File: src/rtl/bram_stream_reader.sv
// Streams a burst of BRAM words out on a valid/ready port through a 4-entry FIFO.
// Latency: first beat 3 cycles after start; backpressure via credit = FIFO count + in-flight reads.
module bram_stream_reader #(
    parameter int DW    = 16,
    parameter int DEPTH = 1024,
    parameter int AW    = (DEPTH <= 1) ? 1 : $clog2(DEPTH)
) (
    input  logic                 clk,
    input  logic                 rst,
    input  logic                 start,
    input  logic [AW-1:0]        base_addr,
    input  logic [AW:0]          len,
    output logic                 busy,
    output logic                 done,
    output logic                 b_en,
    output logic [AW-1:0]        b_addr,
    input  logic signed [DW-1:0] b_dout,
    output logic                 m_valid,
    input  logic                 m_ready,
    output logic signed [DW-1:0] m_data,
    output logic                 m_last
);
    typedef enum logic [1:0] {IDLE, RUN, DRAIN} state_t;

    localparam logic [AW:0]   CNT_ONE   = 1;
    localparam logic [AW-1:0] ADDR_ONE  = 1;
    localparam logic [AW-1:0] ADDR_LAST = AW'(DEPTH - 1);

    state_t                state, state_nxt;
    logic [AW:0]           rd_left, len_r, beat_cnt;
    logic                  cap;
    logic signed [DW-1:0]  fifo_mem [4];
    logic [1:0]            wr_ptr, rd_ptr;
    logic [2:0]            count, credit_use;
    logic                  issue, accept, done_nxt, push, pop;

    assign push       = cap;
    assign m_valid    = (count != 3'd0);
    assign pop        = m_valid && m_ready;
    assign m_data     = m_valid ? fifo_mem[rd_ptr] : '0;
    assign m_last     = m_valid && (beat_cnt == len_r - CNT_ONE);
    assign busy       = (state != IDLE);
    // Reads in the BRAM pipeline (b_en cycle and capture cycle) hold FIFO slots too.
    assign credit_use = count + {2'b00, b_en} + {2'b00, cap};

    always_comb begin
        state_nxt = state;
        issue     = 1'b0;
        accept    = 1'b0;
        done_nxt  = 1'b0;
        case (state)
            IDLE: begin
                if (start) begin
                    if (len != '0) begin
                        accept    = 1'b1;
                        state_nxt = RUN;
                    end else begin
                        done_nxt = 1'b1;
                    end
                end
            end
            RUN: begin
                issue = (rd_left != '0) && (credit_use < 3'd4);
                if ((rd_left == '0) || (issue && rd_left == CNT_ONE))
                    state_nxt = DRAIN;
            end
            DRAIN: begin
                if (pop && m_last) begin
                    state_nxt = IDLE;
                    done_nxt  = 1'b1;
                end
            end
            default: state_nxt = IDLE;
        endcase
    end

    always_ff @(posedge clk) begin
        if (rst) begin
            state    <= IDLE;
            done     <= 1'b0;
            b_en     <= 1'b0;
            b_addr   <= '0;
            rd_left  <= '0;
            len_r    <= '0;
            beat_cnt <= '0;
            cap      <= 1'b0;
            wr_ptr   <= 2'd0;
            rd_ptr   <= 2'd0;
            count    <= 3'd0;
        end else begin
            state <= state_nxt;
            done  <= done_nxt;
            cap   <= b_en;
            if (accept) begin
                b_en     <= 1'b1;
                b_addr   <= base_addr;
                rd_left  <= len - CNT_ONE;
                len_r    <= len;
                beat_cnt <= '0;
            end else begin
                b_en <= issue;
                if (issue) begin
                    b_addr  <= (b_addr == ADDR_LAST) ? '0 : b_addr + ADDR_ONE;
                    rd_left <= rd_left - CNT_ONE;
                end
            end
            if (push) begin
                fifo_mem[wr_ptr] <= b_dout;
                wr_ptr           <= wr_ptr + 2'd1;
            end
            if (pop) begin
                rd_ptr   <= rd_ptr + 2'd1;
                beat_cnt <= beat_cnt + CNT_ONE;
            end
            case ({push, pop})
                2'b10:   count <= count + 3'd1;
                2'b01:   count <= count - 3'd1;
                default: ;
            endcase
        end
    end
endmodule

File: config.mk
export PLATFORM = sky130hd
export DESIGN_NAME = bram_stream_reader
export DESIGN_NICKNAME = d
export VERILOG_FILES = /design/src/rtl/bram_stream_reader.sv
export SDC_FILE = /design/constraint.sdc
export NUM_CORES = 1
export LEC_CHECK = 0
export BUFFER_PORTS_ARGS = -buffer_cell sky130_fd_sc_hd__buf_4
export CAP_MARGIN = 0
export CORE_ASPECT_RATIO = 0.6
export CORE_UTILIZATION = 50
export DETAILED_ROUTE_END_ITERATION = 7
export GPL_TIMING_DRIVEN = 0
export PLACE_DENSITY = 0.73
export SETUP_SLACK_MARGIN = 0.4
export SYNTH_ARGS = -nofsm -noshare
export SYNTH_HDL_FRONTEND = slang
export SYNTH_SLANG_ARGS = --single-unit
File: constraint.sdc
create_clock -name clk -period 3.2 [get_ports clk]
set_input_delay 0.32 -clock clk [delete_from_list [all_inputs] [get_ports clk]]
set_output_delay 0.32 -clock clk [all_outputs]
set_load 0.01 [all_outputs]
==> results of run 1 <==
==> cell type report <==
| cell class | count | area [um2] | share of cell area, % |
|---|---|---|---|
| Buffer | 28 | 119 | 1.65 |
| Clock buffer | 18 | 429 | 5.97 |
| Clock inverter | 14 | 292 | 4.06 |
| Inverter | 17 | 63.8 | 0.888 |
| Multi-Input combinational cell | 351 | 2480 | 34.5 |
| Sequential cell | 121 | 3070 | 42.7 |
| Tap cell | 139 | 174 | 2.42 |
| Timing Repair Buffer | 75 | 563 | 7.83 |
==> what timing repair did <==
item | in CTS | in global routing
pin swaps | 3 | 2
setup endpoints to repair | 13 | 21
hold endpoints to repair | 0 | 0
buffers inserted | 4 | 1
gates resized for setup | 16 | 9
==> state kept, by name, indices dropped and copies added (netlist names), named ones only <==
| name | count |
|---|---|
| b_en | 1 |
| rd_left | 11 |
| b_addr | 10 |
| wr_ptr | 2 |
| fifo_mem | 64 |
| beat_cnt | 11 |
| count | 3 |
| state | 2 |
| cap | 1 |
| done | 1 |
| len_r | 11 |
| rd_ptr | 2 |
==> through the flow <==
stage	worst slack (ns)	instances	util, %	setup TNS, ns	hold slack (ns)
detailed placement	-0.0579	726	58.9	-0.0579	0.484
global placement	0.0950	726	58.9	0	0.461
floorplan	0.731	517	-	0	0.419
finish	0.373	763	66.5	0	0.109
CTS	0.390	762	66.3	0	0.0965
global route	0.315	763	66.5	0	0.0951
==> cells in the mapped netlist, drive strengths merged, types with 7 or more instances <==
master | n | area share (%)
clkbuf | 23 | 1.5
nand2 | 47 | 3.1
ha | 12 | 2.6
a21oi | 31 | 2.7
inv | 17 | 1.1
a311oi | 9 | 1.4
o21ai | 16 | 1.4
dfxtp | 57 | 20
nor3 | 15 | 1.3
nor2 | 45 | 3.0
and3 | 12 | 1.3
nand3 | 10 | 0.88
and2 | 18 | 2.0
xnor2 | 14 | 2.2
edfxtp | 64 | 34
mux4 | 16 | 6.4
a211oi | 13 | 1.8
xor2 | 19 | 2.9
a31oi | 7 | 0.77
nor4 | 8 | 0.88
==> logic make-up (layout without fill, tap and decap cells) <==
group,Yosys count,after routing,synth area share (%)
AOI/OAI and AO/OA,99,99,11.6
xor gates and xnor gates,33,33,5.09
adders and majority gates,13,13,3.00
buffers and inverters,45,152,3.02
DFF,121,121,54.0
muxes,17,17,6.53
and+or+nand+nor,189,189,16.8
==> power breakdown <==
| group | internal [uW] | switching [uW] |
|---|---|---|
| Clock | 1630 | 715 |
| Sequential | 1740 | 102 |
| Combinational | 587 | 737 |
==> critical path: cells and delay by family (launching register included) <==
family | cells | cell delay (ns)
buffers and inverters | 2 | 0.21
and+or+nand+nor | 3 | 1.00
adders and majority gates | 1 | 0.14
AOI/OAI and AO/OA | 2 | 0.41
DFF | 1 | 0.34
==> metal layers <==
| layer | vias to the layer above | part of all wire [%] |
|---|---|---|
| met2 | 161 | 44 |
| met4 | 0 | 0.81 |
| met5 | - | 0 |
| li1 | 2097 | - |
| met1 | 2194 | 46 |
| met3 | 12 | 8.5 |
==> worst max path at each step <==
| stage | from | endpoint | slack [ns] | cells after the start |
|---|---|---|---|---|
| floorplan | count[1]$_SDFFE_PP0P_ | count[2]$_SDFFE_PP0P_ | 0.73 | 11 |
| global placement | count[1]$_SDFFE_PP0P_ | count[2]$_SDFFE_PP0P_ | 0.1 | 11 |
| detailed placement | count[1]$_SDFFE_PP0P_ | count[2]$_SDFFE_PP0P_ | -0.06 | 11 |
| CTS | count[1]$_SDFFE_PP0P_ | count[2]$_SDFFE_PP0P_ | 0.39 | 11 |
| global route | len_r[1]$_SDFFE_PP0P_ | m_last | 0.31 | 8 |
| finish | len_r[1]$_SDFFE_PP0P_ | m_last | 0.37 | 8 |
==> layout by cell type (no fill, tap or decap), types with 14 or more instances in the layout <==
cell type,n
sky130_fd_sc_hd__clkbuf_1,21
sky130_fd_sc_hd__inv_1,15
sky130_fd_sc_hd__nor3_1,15
sky130_fd_sc_hd__a21oi_1,31
sky130_fd_sc_hd__dfxtp_1,55
sky130_fd_sc_hd__and2_1,18
sky130_fd_sc_hd__xor2_1,19
sky130_fd_sc_hd__clkbuf_16,17
sky130_fd_sc_hd__nor2_1,44
sky130_fd_sc_hd__xnor2_1,14
sky130_fd_sc_hd__edfxtp_1,64
sky130_fd_sc_hd__mux4_2,16
sky130_fd_sc_hd__buf_4,75
sky130_fd_sc_hd__nand2_1,47
sky130_fd_sc_hd__o21ai_0,15
==> results.md, run 1 <==
Logic synthesis:
- The average instance in the mapped netlist occupies 11.0 um2.
- The share of synthesized flip-flops with an asynchronous set or reset is 0%.
- After synthesis, flip-flops and latches occupy 54.0% of the total area.
- The number of synthesized register bits is 121.
- The number of enable flip-flop cells after synthesis is 64.
- The post-synthesis net count is 571.
- In the synthesized netlist the dominant register cell turns out to be sky130_fd_sc_hd__edfxtp_1.
- The count of distinct cell types in the synthesized netlist is 50.
- The summed instance area of the synthesized netlist is 5670 um2.
- During synthesis, Yosys emitted a total of 0 warnings.
- Synthesis produced a netlist whose cell count is 517.

Min path:
- The number of instances on the worst hold path is 1.
- The min-delay analysis places its worst path in the category in -> reg.
- The path with the worst hold slack has its endpoint at fifo_mem[2][15]$_DFFE_PP_.
- The launch point of the worst hold path is b_dout[15].

STA:
- Setup repair after global routing could not meet its margin everywhere.
- Of the available clock period, the critical path in the final layout requires 88.3%.
- The highest achievable clock rate is 0.354 GHz.
- For the pin with the worst max-slew slack, the measured transition is 0.893 ns.
- Setup violations remaining at the end of the flow were counted as 0.
- The worst clock skew is 0.00856 ns.
- The clock period could shrink to 2.83 ns.
- The number of endpoints with negative hold slack in the final report was 0.
- The count of pins over their slew limit is 0.
- The worst pin sits at a relative slew slack of 40.4%.

Route:
- The final layout contains routed wiring with a total length of 14500 um.
- The detailed router finished its first iteration with 386 violations.
- The DRC violation count after routing is 0.
- Summing over every cut layer, the via total after detailed routing is 4464.
- The detail-routed via count per cell is 5.85.
- The detailed-router iteration count before antenna repair is 5.
- The detail route stage leaves a number of antenna-violating nets equal to 0.
- Dividing the detail-routed wire length by the instance count gives 19.0 um.

Power:
- IR analysis of the VDD net gives a maximum drop of 0.400 mV.
- After layout, the design draws a total of 5500 uW.
- In this run the static leakage power is 0.00271 uW.
- The power density of the placed cells is 766 nW/um2.

CTS:
- TritonCTS built the clock tree.
- The clock slew at the register clock pins of the worst setup and hold paths is 0.06 ns.
- The clock passes through at most 2 buffers.
- The number of H-tree levels is 4.
- The total CTS buffers is 17.
- The clock net in this run drives a total of 121 sinks.
- The root buffer cell chosen for the clock tree is sky130_fd_sc_hd__clkbuf_16.
- Hold repair after CTS inserted 0 buffers.
- The clock latency reported for the late side of the worst-skew pair is 0.41 ns.

Die:
- The die height is 84.5 um.
- After floorplanning, the core was divided into 29 placement rows.
- The horizontal die dimension is 140 um.
- The initial core utilization is 52.5%.
- The die area is 11800 um2.
- The area of the core is 10800 um2.
- In this run the count of I/O pins placed on the die edge is 72.

GRT:
- The number of global-route vias before repair is 4332.
- The met3 track demand over resource in global routing is 10.0%.
- The initial antenna violation count is 0.
- For met1 alone, demand over resource in global routing was 36.0%.
- The first global-routing pass estimated 22800 um of wire.
- The total congestion overflow is 0.
- For this run, global-route usage on met2 was measured as 38.4%.
- The pin count of the biggest net entering global routing is 17.
- Global routing used 25.8% of the available tracks.
- The busiest metal layer after global routing is met2.

Setup path:
- The worst setup path is launched from a flip-flop.
- The highest net fanout along the worst path is 4.
- The cell depth of the worst flop-to-flop path is 10.
- Data arrives at the worst endpoint at 2.51 ns.
- The delay of the slowest cell on the worst path is 0.44 ns.
- The startpoint identified for the worst register-to-register timing path is len_r[1]$_SDFFE_PP0P_.
- The category of the worst setup path capture point is an output port.
- The critical path goes through inv_2 > ha_4 > or3b_4 > or4_4 > a211oi_4 > o2111ai_2 > nor2_2 > buf_4.
- In this run the critical register-to-register path is captured at state[1]$_SDFFE_PP0P_.
- Among all stages on the critical path, the largest delay is contributed by sky130_fd_sc_hd__or4_4.
- The kind of critical path is reg -> out.
- The required time at the worst-slack endpoint is 2.88 ns.
- The setup slack of the worst register-to-register path is 0.47 ns.

Layout:
- For this run, the post-layout net count is 665.
- The final design instance area without fill is 7190 um2.
- The number of antenna diodes is 0.
- Counting the fill cells in the layout gives 820.
- The post-synthesis to final-layout area growth is 26.7%.
- Of the cells placed in the final design, the portion with a size suffix greater than 1 is 23.1%.

Job:
- Across the run, the number of max-cap violations was 0.

Placement:
- The area after detailed placement is 6370 um2.
- The sum of net half-perimeters after detailed placement is 10000 um.
- Routability-driven placement finished with a final weighted congestion of 0.947.
- Buffers placed on the I/O ports in this run total 70.

Status:
- The run finished with clean final reports.
Note: power is estimated with default switching activity, not from simulation.
==> inputs of run 2 (changes only) <==
Settings changed: ABC_AREA from default to 1, ABC_CLOCK_PERIOD_IN_PS from default to 3200.
==> run 2 against run 1 <==
  * Final cell count up 32%
  * Largest power group is now registers
  * Area after synthesis up 7.9%
  * Clock-buffer cell count down 1
  * Flip-flop and latch count did not move
  * Largest cell class unchanged
  * Hold slack got worse by 0.014 ns
  * Critical path depth is 2 higher
  * Fmax up 10%
  * Utilization is 2.0 points lower
  * Synthesized cell count rose by 44%
  * Sequential share of layout area fell by 1.8 points
  * Register-to-register slack better by 0.24 ns
  * Sequential power up 4%
==> results.md, run 2 <==
Die:
- The die height is 87.7 um (+3.8%).
- The top-level I/O count is 72 (unchanged).
- The horizontal die dimension came to 145 um (+3.8%).
- The cell row count came to 30 (+3.4%).
- The initial core utilization is 52.8% (+0.31 points).
- The area of the core came to 11600 um2 (+7.3%).
- The die area is 12700 um2 (+7.7%).

Placement:
- The sum of net half-perimeters after detailed placement is 11200 um (+11%).
- The number of port buffers is 70 (unchanged).
- The number of placed cells counting well taps is 976 (+34%).
- The final weighted congestion of routability-driven global placement is 0.937 (-0.99%).

Layout:
- The number of nets at the end of the flow came to 889 (+34%).
- The layout filler cell count was 939 (+15%).
- The number of flip-flops under the largest register name was 64 (unchanged).
- Leaving out fill and tap cells, the most frequent cells in the layout are sky130_fd_sc_hd__nand2_1, sky130_fd_sc_hd__nor2_1, sky130_fd_sc_hd__o21ai_0.
- The share of post-route cells with drive strength above 1 came to 17.6% (-5.5 points).
- The area growth from synthesis to layout is 22.2%.
- The number of antenna diodes is 0 (unchanged).
- The number of non-filler instances in the completed layout is 1008 (+32%).
- The most frequent standard cell in the layout excluding fill and tap cells is sky130_fd_sc_hd__nand2_1.
- The register with the most flip-flops in the final layout is fifo_mem.

Route:
- The detailed-router iteration count before antenna repair is 7 (+2).
- The detail-routed via count per cell is 5.33 (-8.8%).
- The detailed-route wire length per cell was 15.4 um (-19%).
- The antenna violation net count after detailed routing came to 0 (unchanged).
- The DRC violation count after routing is 0 (unchanged).
- The total number of vias is 5377 (+20%).
- The count of routing violations after the opening detailed-route iteration is 497 (+29%).
- The routed wire length is 15600 um (+7.4%).

Setup path:
- The number of buffers and inverters on the critical path is 2 (unchanged).
- The setup slack of the worst register-to-register path is 0.71 ns (+0.24 ns).
- The most critical setup path has its startpoint at len_r[0]$_SDFFE_PP0P_.
- In this run the worst setup path terminates at m_last.
- The arrival time of data at the critical path endpoint came to 2.24 ns (-0.27 ns).
- The required time at the worst-slack endpoint was 2.88 ns (about the same).
- The worst register-to-register path begins at count[0]$_SDFFE_PP0P_.
- Grouping stages by cell kind, the critical path spends the most delay in simple AND/OR/NAND/NOR gates.
- The cell at the slowest stage of the critical path is sky130_fd_sc_hd__dfxtp_1.
- The worst register-to-register path ends at count[2]$_SDFFE_PP0P_.
- The worst setup path is captured at an output port.
- The highest net fanout along the worst path is 5 (+1).
- The cell depth of the worst flop-to-flop path is 12 (+2).
- The number of cells on the critical path is 10 (+2).
- The kind of critical path is reg -> out.
- The delay of the slowest cell on the worst path was 0.38 ns (-0.06 ns).
- The kind of launch point of the worst setup path is a flip-flop.
- The signal on the critical path passes through inv_1 > ha_1 > nand2_1 > nand2_1 > nand2_1 > nand2_1 > nor2_1 > nand3_1 > nor4_1 > buf_4.
- The most numerous cell on the critical path is sky130_fd_sc_hd__nand2_1.

Logic synthesis:
- The post-synthesis net count is 798 (+40%).
- The sequential cell area fraction in the yosys report was 50.0% (-3.9 points).
- After synthesis, the cell types taking the most area are sky130_fd_sc_hd__edfxtp_1, sky130_fd_sc_hd__dfxtp_1, sky130_fd_sc_hd__nand2_1, sky130_fd_sc_hd__nor2_1, sky130_fd_sc_hd__o21ai_0.
- In the post-synthesis netlist, the cell with the most instances is sky130_fd_sc_hd__nand2_1.
- The share of synthesized flip-flops with an asynchronous set or reset is 0% (unchanged).
- The number of synthesis warnings came to 0 (unchanged).
- The number of synthesized register bits is 121 (unchanged).
- The cell taking the most area after synthesis is sky130_fd_sc_hd__edfxtp_1.
- The synthesized instance count was 744 (+44%).
- For this run, the leading register cell type out of synthesis is sky130_fd_sc_hd__edfxtp_1.
- The average cell area after synthesis is 8.23 um2 (-25%).
- The summed instance area of the synthesized netlist was 6120 um2 (+7.9%).
- After synthesis, the most frequently instantiated cells are sky130_fd_sc_hd__nand2_1, sky130_fd_sc_hd__nor2_1, sky130_fd_sc_hd__inv_1, sky130_fd_sc_hd__o21ai_0, sky130_fd_sc_hd__a21oi_1.
- The share of Yosys cell area claimed by the top area cell type came to 31.4% (-2.5 points).
- The number of enable flip-flop cells after synthesis is 64 (unchanged).
- The count of distinct cell types in the synthesized netlist was 38 (-24%).

Power:
- The power density of the placed cells was 738 nW/um2 (-3.7%).
- The largest voltage drop on the vdd net is 0.397 mV (-0.66%).
- The leakage power came to 0.00307 uW (+13%).

CTS:
- The library cell used as clock root buffer is sky130_fd_sc_hd__clkbuf_16.
- The number of buffers between clock root and the deepest sink is 2 (unchanged).
- TritonCTS built the clock tree.
- The clock slew at the register clock pins of the worst setup and hold paths is 0.06 ns (about the same).
- The clock latency reported for the late side of the worst-skew pair is 0.42 ns (about the same).
- The number of setup buffers added after CTS is 0 (-4).
- The number of H-tree levels is 4 (unchanged).
- The hold-fix buffer count after cts is 0 (unchanged).
- The total CTS buffers is 17 (unchanged).
- The count of clock tree sinks is 121 (unchanged).
- The post-CTS resize count is 0 (-16).

STA:
- The count of pins over their slew limit is 0 (unchanged).
- The transition time at the pin with the least slew margin is 0.998 ns (+0.104 ns).
- Setup repair after global routing left no endpoint under its margin.
- The number of endpoints with negative hold slack in the final report is 0 (unchanged).
- The minimum clock period after layout is 2.56 ns (-0.268 ns).
- The worst hold slack after final layout is 0.0952 ns (-0.0143 ns).
- The worst clock skew is 0.00649 ns (-0.00206 ns).
- The final-report setup violation count is 0 (unchanged).
- The final total negative setup slack is 0 ns (unchanged).
- The share of the clock period used by the worst path after layout is 80.0% (-8.4 points).
- The highest achievable clock rate is 0.391 GHz (+10%).
- The relative max-transition margin is 33.4% (-7.0 points).

GRT:
- The wire length of the first global-routing pass is 24200 um (+6.0%).
- The total congestion overflow is 0 (unchanged).
- The number of global-route vias before repair is 4939 (+14%).
- The pin count of the biggest net entering global routing came to 17 (unchanged).
- The initial antenna violation count is 0 (unchanged).
- The combined global-route utilization of all metal layers came to 25.8% (-0.071 points).

Min path:
- The number of instances on the worst hold path is 1 (unchanged).
- The path class of the lowest-slack min-delay path is in -> reg.

Job:
- The number of violations of the max-capacitance limit is 0 (unchanged).

Status:
- The flow ran to the end, and the final reports show no timing, DRC or antenna violations.
## run 2: report_power, final
group	total (uW)	switching [uW]	internal, uW
Sequential	1910	137	1780
Combinational	1690	1060	626
Clock	1910	754	1160
## run 2: layer usage
layer,vias up,GRT usage (%),share of wire (%)
met2,239,36.3,42
met1,2472,37.8,48
met4,0,9.57,1.4
met5,-,0,0
met3,22,6.89,8.9
li1,2644,-,-
## run 2: cells by family after synthesis
group | Yosys count | synth area share, %
fa+ha+maj | 13 | 2.78
buf+inv | 105 | 7.11
flops | 121 | 50.0
xor+xnor | 21 | 3.00
compound gates | 156 | 13.5
simple gates | 328 | 23.5
## run 2: stage by stage
step | util (%) | instance area, um2 | worst slack (ns) | power (uW)
floorplan | - | 6120 | 0.944 | 3020
detailed placement | 59.4 | 6890 | 0.469 | 3590
finish | 64.5 | 7480 | 0.641 | 5520
global route | 64.5 | 7480 | 0.441 | 5810
global placement | 59.0 | 6850 | 0.524 | 3550
CTS | 64.5 | 7480 | 0.444 | 5510
## run 2: cell type report
type                    instances  area [um2]  area share (%)
plain buffers                  27         144            1.92
clock buffers                  17         425            5.69
clock inverters                15         168            2.24
inverters                      78         293            3.91
multi-input cells             518        2630            35.2
flip-flops and latches        121        3060            40.9
well taps                     160         200            2.68
repair buffers                 72         556            7.42
## run 2: worst min-delay path by stage
stage                    start                  endpoint
3_3_place_gp   b_en$_SDFF_PP0_            cap$_SDFF_PP0_
3_5_place_dp   b_en$_SDFF_PP0_            cap$_SDFF_PP0_
4_1_cts              b_dout[2]  fifo_mem[3][2]$_DFFE_PP_
6_report             b_dout[2]  fifo_mem[3][2]$_DFFE_PP_
5_1_grt              b_dout[2]  fifo_mem[3][2]$_DFFE_PP_
2_1_floorplan        b_dout[0]  fifo_mem[0][0]$_DFFE_PP_
==> inputs of run 3 (changes only) <==
Settings changed: ABC_CLOCK_PERIOD_IN_PS 3200 to 2700.
Clock period 3.2 ns to 2.7 ns, I/O delays scaled along.
==> run 3 against run 2 <==
  * Via count rose by 0.73%
  * Die area unchanged
  * Non-clock buffer count up 4
  * Largest power group unchanged
  * Clock power grew 19%
  * Power increased by 20%
  * Final area increased by 1.7%
  * Hold slack got worse by 0.052 ns
  * Flip-flop and latch count unchanged
  * First-iteration DRC count is 8.9% higher
  * Clock-buffer cell count did not move
  * Setup slack worse by 0.26 ns
==> results.md, run 3 (synthesized netlist as in run 2, its figures left out) <==
Layout:
- The layout filler cell count is 925 (-1.5%).
- The number of nets at the end of the flow came to 893 (+0.45%).
- The number of antenna diodes is 0 (unchanged).
- The share of post-route cells with drive strength above 1 is 20.9% (+3.3 points).
- The most frequent standard cell in the layout excluding fill and tap cells is sky130_fd_sc_hd__nand2_1.
- The top cell types in the final layout, fill and taps aside, are sky130_fd_sc_hd__nand2_1, sky130_fd_sc_hd__nor2_1, sky130_fd_sc_hd__buf_4.
- The final core utilization is 65.6% (+1.1 points).
- The number of flip-flops under the largest register name is 64 (unchanged).
- The post-synthesis to final-layout area growth is 24.2%.
- The number of non-filler instances in the completed layout is 1012 (+0.40%).
- The register with the most flip-flops is fifo_mem.

Setup path:
- The launch point of the critical path is len_r[0]$_SDFFE_PP0P_.
- STA classifies the critical path endpoint as an output port.
- The endpoint of the worst-slack reg-to-reg timing path is count[2]$_SDFFE_PP0P_.
- The delay of the slowest cell on the worst path was 0.37 ns (about the same).
- The critical path goes through inv_2 > ha_4 > buf_4 > inv_1 > nand2_1 > nand3_1 > nand2_1 > nor2_2 > nand3_2 > nor4_2 > buf_4.
- The setup slack of the worst register-to-register path came to 0.57 ns (-0.14 ns).
- The kind of launch point of the worst setup path is a flip-flop.
- The startpoint identified for the worst register-to-register timing path is count[0]$_SDFFE_PP0P_.
- The kind of critical path is reg -> out.
- Among all stages on the critical path, the largest delay is contributed by sky130_fd_sc_hd__dfxtp_2.
- The highest net fanout along the worst path came to 3 (-2).
- The required time at the worst-slack endpoint is 2.43 ns (-0.45 ns).
- The cell depth of the worst flop-to-flop path is 12 (unchanged).
- The arrival time of data at the critical path endpoint is 2.05 ns (-0.19 ns).

Power:
- The post-route total power is 6640 uW (+20%).
- The combinational group share of total power came to 31.6% (+1.0 points).
- The power spent charging and discharging nets is 2360 uW (+21%).
- The power density of the placed cells was 873 nW/um2 (+18%).
- The largest voltage drop on the vdd net is 0.499 mV (+26%).
- The sequential group share of total power is 34.2% (-0.5 points).
- The internal power of the cells is 4280 uW (+20%).
- The clock network fraction of total power came to 34.2% (-0.5 points).
- The switching portion of total power is 35.6% (+0.18 points).
- The leakage power came to 0.00313 uW (+1.9%).

Die:
- The initial core utilization came to 52.8% (unchanged).
- The cell row count is 30 (unchanged).
- The horizontal die dimension is 145 um (unchanged).
- The top-level I/O count is 72 (unchanged).
- The die area is 12700 um2 (unchanged).
- The die height is 87.7 um (unchanged).
- The area of the core is 11600 um2 (unchanged).

STA:
- The number of endpoints with negative hold slack in the final report came to 0 (unchanged).
- The share of the clock period used by the worst path after layout is 86.0%.
- After layout, the minimum clock period comes to 2.32 ns.
- Setup repair after global routing could not meet its margin everywhere.
- The count of pins over their slew limit is 0 (unchanged).
- Static timing analysis puts the maximum clock frequency at 0.431 GHz.
- The relative max-transition margin is 31.5% (-1.9 points).
- The final-report setup violation count is 0 (unchanged).
- The transition time at the pin with the least slew margin is 1.03 ns (+0.0286 ns).
- The final critical-path setup slack is 0.379 ns (-0.262 ns).
- The final total negative setup slack is 0 ns (unchanged).
- The worst clock skew is 0.00763 ns (+0.00113 ns).

Placement:
- The number of port buffers was 70 (unchanged).
- The worst setup timing slack at the placement stage is -0.0308 ns (-0.500 ns).
- The sum of net half-perimeters after detailed placement is 11200 um (unchanged).
- The number of placed cells counting well taps is 976 (unchanged).
- The final weighted congestion of routability-driven global placement is 0.937 (unchanged).

Route:
- The count of routing violations after the opening detailed-route iteration came to 541 (+8.9%).
- The detailed-router iteration count before antenna repair was 5 (-2).
- The total number of vias is 5416 (+0.73%).
- The antenna violation net count after detailed routing is 0 (unchanged).
- The detailed-route wire length per cell is 15.7 um (+1.5%).
- The detail-routed via count per cell is 5.35 (+0.33%).
- The DRC violation count after routing is 0 (unchanged).
- The routed wire length is 15900 um (+1.9%).

GRT:
- The initial antenna violation count is 0 (unchanged).
- The pin count of the biggest net entering global routing came to 17 (unchanged).
- The total congestion overflow came to 0 (unchanged).
- The wire length of the first global-routing pass is 24300 um (+0.46%).
- The number of global-route vias before repair is 4958 (+0.38%).
- The combined global-route utilization of all metal layers came to 25.9% (+0.097 points).

CTS:
- The library cell used as clock root buffer is sky130_fd_sc_hd__clkbuf_16.
- The number of buffers between clock root and the deepest sink came to 2 (unchanged).
- The number of H-tree levels is 4 (unchanged).
- The hold-fix buffer count after cts is 0 (unchanged).
- The clock slew at the register clock pins of the worst setup and hold paths came to 0.06 ns (about the same).
- The total CTS buffers is 17 (unchanged).
- The count of clock tree sinks is 121 (unchanged).
- The clock latency reported for the late side of the worst-skew pair is 0.42 ns (about the same).
- The TritonCTS clock tree is yes.

Status:
- The flow ran to the end, and the final reports show no timing, DRC or antenna violations.

Min path:
- The path class of the lowest-slack min-delay path is in -> reg.
- For hold timing, the worst endpoint is fifo_mem[3][2]$_DFFE_PP_.
- The launch point of the worst hold path is b_dout[2].
- The number of instances on the worst hold path is 1 (unchanged).

Job:
- The number of violations of the max-capacitance limit was 0 (unchanged).
==> run 3: critical path, delay by kind of cell, from the launching register on <==
| family | cells | cell delay, ns |
|---|---|---|
| buf+inv | 4 | 0.42 |
| simple gates | 6 | 0.66 |
| flops | 1 | 0.37 |
| fa+ha+maj | 1 | 0.17 |
==> run 3: what timing repair did <==
item,CTS,global route
pin swaps,2,1
endpoints found under the setup margin,18,26
buffers inserted,0,4
resized for setup,19,25
==> run 3: worst max path at each step <==
stage	endpoint	slack (ns)	cells past startpoint
after global placement	count[2]$_SDFFE_PP0P_	0.02	12
after global routing	m_last	0.29	11
after CTS	m_last	0.40	9
after floorplan	count[2]$_SDFFE_PP0P_	0.44	12
final	m_last	0.38	11
after detailed placement	count[2]$_SDFFE_PP0P_	-0.03	12
==> run 3: cell type report <==
class	count	area [um2]	share of cell area, %
clock inverter	15	168	2.20
buffer	27	164	2.15
sequential	121	3060	40.3
inverter	78	299	3.93
tap	160	200	2.63
clock buffer	17	425	5.59
multi-input combinational	518	2700	35.5
timing repair buffer	76	586	7.70
==> run 3: metrics by stage <==
step                      hold WS [ns]  instance area, um2
final                           0.0430                7610
after global routing            0.0315                7610
after CTS                       0.0368                7520
after detailed placement         0.446                6890
after global placement           0.431                6850
after floorplan                  0.369                6120
==> run 3: power by group through the flow <==
stage / clock (uW) / combinational [uW] / sequential, uW
after floorplan: 0 / 1300 / 2280
after global placement: 0 / 1920 / 2300
after detailed placement: 0 / 1960 / 2300
after CTS: 2290 / 2010 / 2270
after global routing: 2390 / 2300 / 2290
final: 2270 / 2100 / 2270
==> run 3: routing by layer <==
metal | wire length [um] | global-route usage, % | vias to the layer above
li1 | - | - | 2650
met1 | 7320 | 37.9 | 2495
met2 | 6730 | 36.4 | 245
met3 | 1590 | 6.89 | 26
met4 | 236 | 9.67 | 0
met5 | 0 | 0 | -
